--- src/rtl/sram_8x36_port_arbiter.sv ---
`default_nettype none
// +----------------------------------------------------------------------------+
// | sram_8x36_port_arbiter                                                     |
// | Shares one 8x36 1RW SRAM port between a write client and a read client,    |
// | round-robin on conflict, with a 2-entry response FIFO for read returns.    |
// | Optional post-reset zero-fill of the array: define SRAM_ARB_INIT_EN.       |
// | Revision: 1.0                                                              |
// +----------------------------------------------------------------------------+
module sram_8x36_port_arbiter (
  input  logic        clock,
  input  logic        reset_n,
  input  logic        w_valid,
  output logic        w_ready,
  input  logic [2:0]  w_addr,
  input  logic [35:0] w_data,
  input  logic        r_req_valid,
  output logic        r_req_ready,
  input  logic [2:0]  r_addr,
  output logic        r_resp_valid,
  input  logic        r_resp_ready,
  output logic [35:0] r_resp_data,
  output logic        init_done,
  output logic [2:0]  rw_addr,
  output logic        rw_en,
  output logic        rw_wmode,
  output logic [35:0] rw_wdata,
  input  logic [35:0] rw_rdata
);

  localparam logic [1:0] c_ST_RESET = 2'd0;
`ifdef SRAM_ARB_INIT_EN
  localparam logic [1:0] c_ST_INIT  = 2'd1;
`endif
  localparam logic [1:0] c_ST_RUN   = 2'd2;

  localparam logic c_GR_WRITE = 1'b0;
  localparam logic c_GR_READ  = 1'b1;

  logic [1:0]  r_state;
  logic [1:0]  w_state_nxt;
  logic        r_last_grant;
  logic        r_inflight;
  logic [35:0] r_fifo_mem [2];
  logic        r_wr_ptr;
  logic        r_rd_ptr;
  logic [1:0]  r_fifo_cnt;

  logic        w_run;
  logic        w_pop;
  logic        w_push;
  logic [2:0]  w_occ;
  logic        w_credit;
  logic        w_wr_elig;
  logic        w_rd_elig;
  logic        w_gnt_wr;
  logic        w_gnt_rd;

`ifdef SRAM_ARB_INIT_EN
  logic [2:0]  r_init_cnt;
`endif

  // ---------------------------------------------------------------- FSM state
  always_ff @(posedge clock or negedge reset_n) begin
    if (!reset_n) begin
      r_state <= c_ST_RESET;
    end else begin
      r_state <= w_state_nxt;
    end
  end

  always_comb begin
    w_state_nxt = r_state;
    case (r_state)
`ifdef SRAM_ARB_INIT_EN
      c_ST_RESET: w_state_nxt = c_ST_INIT;
      c_ST_INIT:  w_state_nxt = (r_init_cnt == 3'd7) ? c_ST_RUN : c_ST_INIT;
`else
      c_ST_RESET: w_state_nxt = c_ST_RUN;
`endif
      c_ST_RUN:   w_state_nxt = c_ST_RUN;
      default:    w_state_nxt = c_ST_RESET;
    endcase
  end

`ifdef SRAM_ARB_INIT_EN
  always_ff @(posedge clock or negedge reset_n) begin
    if (!reset_n) begin
      r_init_cnt <= 3'd0;
    end else if (r_state == c_ST_INIT) begin
      r_init_cnt <= r_init_cnt + 3'd1;
    end
  end
`endif

  // ---------------------------------------------------------------- arbitration
  assign w_run    = (r_state == c_ST_RUN);
  assign w_pop    = r_resp_valid & r_resp_ready;
  assign w_push   = r_inflight;
  // Slots already committed (stored + returning), minus the one leaving now.
  assign w_occ    = {1'b0, r_fifo_cnt} + {2'b00, r_inflight} - {2'b00, w_pop};
  assign w_credit = (w_occ < 3'd2);

  always_comb begin
    w_wr_elig = w_run & w_valid;
    w_rd_elig = w_run & r_req_valid & w_credit;
    w_gnt_wr  = 1'b0;
    w_gnt_rd  = 1'b0;
    if (w_wr_elig && w_rd_elig) begin
      if (r_last_grant == c_GR_WRITE) begin
        w_gnt_rd = 1'b1;
      end else begin
        w_gnt_wr = 1'b1;
      end
    end else begin
      w_gnt_wr = w_wr_elig;
      w_gnt_rd = w_rd_elig;
    end
  end

  always_ff @(posedge clock or negedge reset_n) begin
    if (!reset_n) begin
      r_last_grant <= c_GR_WRITE;
      r_inflight   <= 1'b0;
    end else begin
      if (w_wr_elig && w_rd_elig) begin
        r_last_grant <= w_gnt_rd ? c_GR_READ : c_GR_WRITE;
      end
      r_inflight <= w_gnt_rd;
    end
  end

  // ---------------------------------------------------------------- outputs
  always_comb begin
    w_ready     = w_gnt_wr;
    r_req_ready = w_gnt_rd;
    init_done   = w_run;
    rw_en       = w_gnt_wr | w_gnt_rd;
    rw_wmode    = w_gnt_wr;
    rw_addr     = w_gnt_wr ? w_addr : r_addr;
    rw_wdata    = w_data;
`ifdef SRAM_ARB_INIT_EN
    if (r_state == c_ST_INIT) begin
      rw_en    = 1'b1;
      rw_wmode = 1'b1;
      rw_addr  = r_init_cnt;
      rw_wdata = 36'h0;
    end
`endif
  end

  // ---------------------------------------------------------------- response FIFO
  always_ff @(posedge clock) begin
    if (w_push) begin
      r_fifo_mem[r_wr_ptr] <= rw_rdata;
    end
  end

  always_ff @(posedge clock or negedge reset_n) begin
    if (!reset_n) begin
      r_wr_ptr   <= 1'b0;
      r_rd_ptr   <= 1'b0;
      r_fifo_cnt <= 2'd0;
    end else begin
      if (w_push) begin
        r_wr_ptr <= ~r_wr_ptr;
      end
      if (w_pop) begin
        r_rd_ptr <= ~r_rd_ptr;
      end
      case ({w_push, w_pop})
        2'b10:   r_fifo_cnt <= r_fifo_cnt + 2'd1;
        2'b01:   r_fifo_cnt <= r_fifo_cnt - 2'd1;
        default: r_fifo_cnt <= r_fifo_cnt;
      endcase
    end
  end

  assign r_resp_valid = (r_fifo_cnt != 2'd0);
  assign r_resp_data  = r_fifo_mem[r_rd_ptr];

endmodule
`default_nettype wire

--- config.mk ---
export PLATFORM = sky130hd
export DESIGN_NAME = sram_8x36_port_arbiter
export DESIGN_NICKNAME = d
export VERILOG_FILES = /design/src/rtl/sram_8x36_port_arbiter.sv
export SDC_FILE = /design/constraint.sdc
export NUM_CORES = 1
export LEC_CHECK = 0
export BUFFER_PORTS_ARGS = -buffer_cell sky130_fd_sc_hd__buf_2
export CAP_MARGIN = 20
export CORE_UTILIZATION = 46
export DETAILED_ROUTE_END_ITERATION = 7
export PLACE_DENSITY = 0.89
export SETUP_SLACK_MARGIN = 0.15
export SYNTH_ARGS = -nofsm -noshare
export SYNTH_HDL_FRONTEND = slang
export SYNTH_SLANG_ARGS = --single-unit
--- constraint.sdc ---
create_clock -name clock -period 3.8 [get_ports clock]
set_input_delay 0.57 -clock clock [delete_from_list [all_inputs] [get_ports clock]]
set_output_delay 0.57 -clock clock [all_outputs]
set_load 0.05 [all_outputs]
==> qor.txt <==
Post-synth top flop: edfxtp_1
setup violators final: 0
P_leak: 0.00148 uW
Hold Vio Cnt, Final: 0
vias in the first global route: 1748
Area Overhead vs Synth: 15.0%
Worst setup SP type: flip-flop
final core occ: 55.3%
Worst Hold Class: in -> async
share of layout cells above drive strength 1: 59.7%
Synth area leader: edfxtp_1
first-pass GRT wire length: 8.13 mm
Post-CTS Hold Buffers: 0
clock sink count: 79
Fmax: 287 MHz
drt total wl: 5.40 mm
Rel. slew slack: 28.8%
Clock Latency Late Sink: 0.33 ns
Initial Utilization: 48.1%
largest net degree at the start of global routing: 38
Synth cell types: 24
clk slew on worst S/H paths: 0.08 ns
period utilization: 91.6%
largest cells by area after synthesis: edfxtp_1, mux2_2, buf_4, dfrtp_1, mux2_4
Nets: 332
clock tree from TritonCTS: yes
CTS resizes: 0
Req. time, crit path: 3.23 ns
Synth warnings: 0
fin. max-slew vios: 0
I/O Buffers: 91
post-synthesis async set-or-reset flop share: 8.86%
RSZ-0062 raised after global routing: false
Post-synth EDFFs: 72
Worst Setup Slack post-DPL: 0.526 ns
global-route usage over all layers: 15.0%
I/O pins: 164
synthesized area per cell: 17.6 um^2
Setup Skew: 0.00964 ns
status: completed
Pwr Density: 757 mW/mm^2
critical path endpoint category: output port
setup ws final: 0.318 ns
row count: 30
area share of the largest cell type after synthesis: 65.5%
DRC Markers: 0
Max IR drop VDD: 0.000349 V
TNS Setup: 0 ns
cts bufs inserted: 9
initial drt markers: 91
H-tree lvl count: 3
die footprint: 0.00752 mm^2
1st-pass router iterations: 4
syn nets: 272
Synth Register Bits: 79
Hold WS: 0.0540 ns
post-DR vias/cell: 4.79
crit path max fanout: 7
CTS max path bufs: 2
synthesized area: 0.00330 mm^2
clock root buffer: clkbuf_8
width of the die: 86.7 um
via count: 1673
Post-CTS Setup Bufs: 0
ANT nets after route: 0
WP data arrival: 2.91 ns
register area share after synthesis: 70.8%
FF-to-FF Start: r_fifo_cnt[1]
top-count cell post-synth: edfxtp_1
worst-margin pin slew: 1.07 ns
Inserted Diodes: 0
max_cap viols: 0
WL/cell: 15.5 um
Period minus WS final: 3.48 ns
Congestion Overflow GR: 0
synthesized instance count: 188
dpl hpwl: 3.56 mm
Critical path origin: r_fifo_cnt[1]
initial antenna violation count: 0
Die Y: 86.7 um
Core Area: 0.00687 mm^2
Synth top cells by count: edfxtp_1, buf_4, mux2_2
critical path class: reg -> out
Placer Congestion: 0.767
-- area by class of cell --
type / count / area (um^2)
repair buffers: 91 / 455
clock buffers: 10 / 128
multi-input cells: 65 / 666
inverters: 2 / 7.51
well taps: 96 / 120
flip-flops and latches: 79 / 2340
fillers: 566 / 3070
clock inverters: 6 / 82.6
-- through the flow --
step	total power, uW	std cells	instance area [um^2]
after floorplan	2140	188	3300
after global placement	2230	333	3590
after detailed placement	2250	333	3590
after CTS	2910	349	3800
after global routing	3000	349	3800
final	2870	349	3800
-- registers in the layout, indices dropped and copies added (netlist names) --
name          cells
r_fifo_mem       72
r_last_grant      1
r_rd_ptr          1
r_fifo_cnt        2
r_wr_ptr          1
r_inflight        1
r_state           1
-- critical path, cell delays in order, from the launching register on --
cell and delay, ns:
dfrtp_1 0.51, and3b_2 0.27, a21oi_1 0.07, nand2b_1 0.18, fa_1 0.50, nand2_1 0.11
o311ai_4 0.39, mux2_4 0.33, buf_2 0.21
-- layout by cell type (no fill, tap or decap) --
master and instances:
fa_1 1, nand2b_1 2, and3b_2 1, conb_1 1
nand2_1 4, or2_1 1, mux2_4 3, clkbuf_1 1
edfxtp_1 72, inv_1 2, xor2_2 1, buf_2 91
nor2b_4 1, o311ai_4 1, dfrtp_2 1, clkinv_1 1
clkbuf_8 9, a21oi_1 4, mux2_2 36, and2_2 1
nor3_1 2, and4_2 1, or3b_1 1, xnor2_1 2
dfrtp_1 6, bufinv_16 2, inv_6 1, clkinv_2 2
xor2_1 2
-- metal layers --
layer / vias to the layer above / global-route usage (%) / share of wire, %
li1: 769 / - / -
met1: 822 / 15.3 / 38
met2: 73 / 27.4 / 54
met3: 9 / 4.48 / 6.7
met4: 0 / 7.88 / 1.1
met5: - / 0 / 0
-- where the power goes --
| part | total (uW) | leakage, uW | switching (uW) | internal [uW] |
|---|---|---|---|---|
| Sequential | 1200 | 0.000742 | 124 | 1080 |
| Combinational | 1020 | 0.000630 | 707 | 311 |
| Clock | 655 | 0.000108 | 287 | 368 |
-- kinds of logic (layout without fill, tap and decap cells) --
logic type      after synthesis  count (layout)  share of synthesized area, %
mux                          39              39                          13.6
fa+ha+maj                     1               1                         0.606
simple gates                 14              14                          2.58
flops                        79              79                          70.8
compound gates                5               5                          1.40
other cells                   1               1                         0.114
buf+inv                      44             109                          9.36
xor+xnor                      5               5                          1.55
-- final timing paths --
path                       cells past startpoint  slack [ns]               end
max                                            8        0.32        rw_addr[1]
min                                            1        0.05        r_inflight
max reg2reg                                    7        1.51        r_inflight
min reg2reg                                    1        0.54          r_wr_ptr
max in group asynchronous                      1        3.57          r_rd_ptr
min in group clock                             1        0.42  r_fifo_mem[0][8]
(Power assumes the default switching activity.)
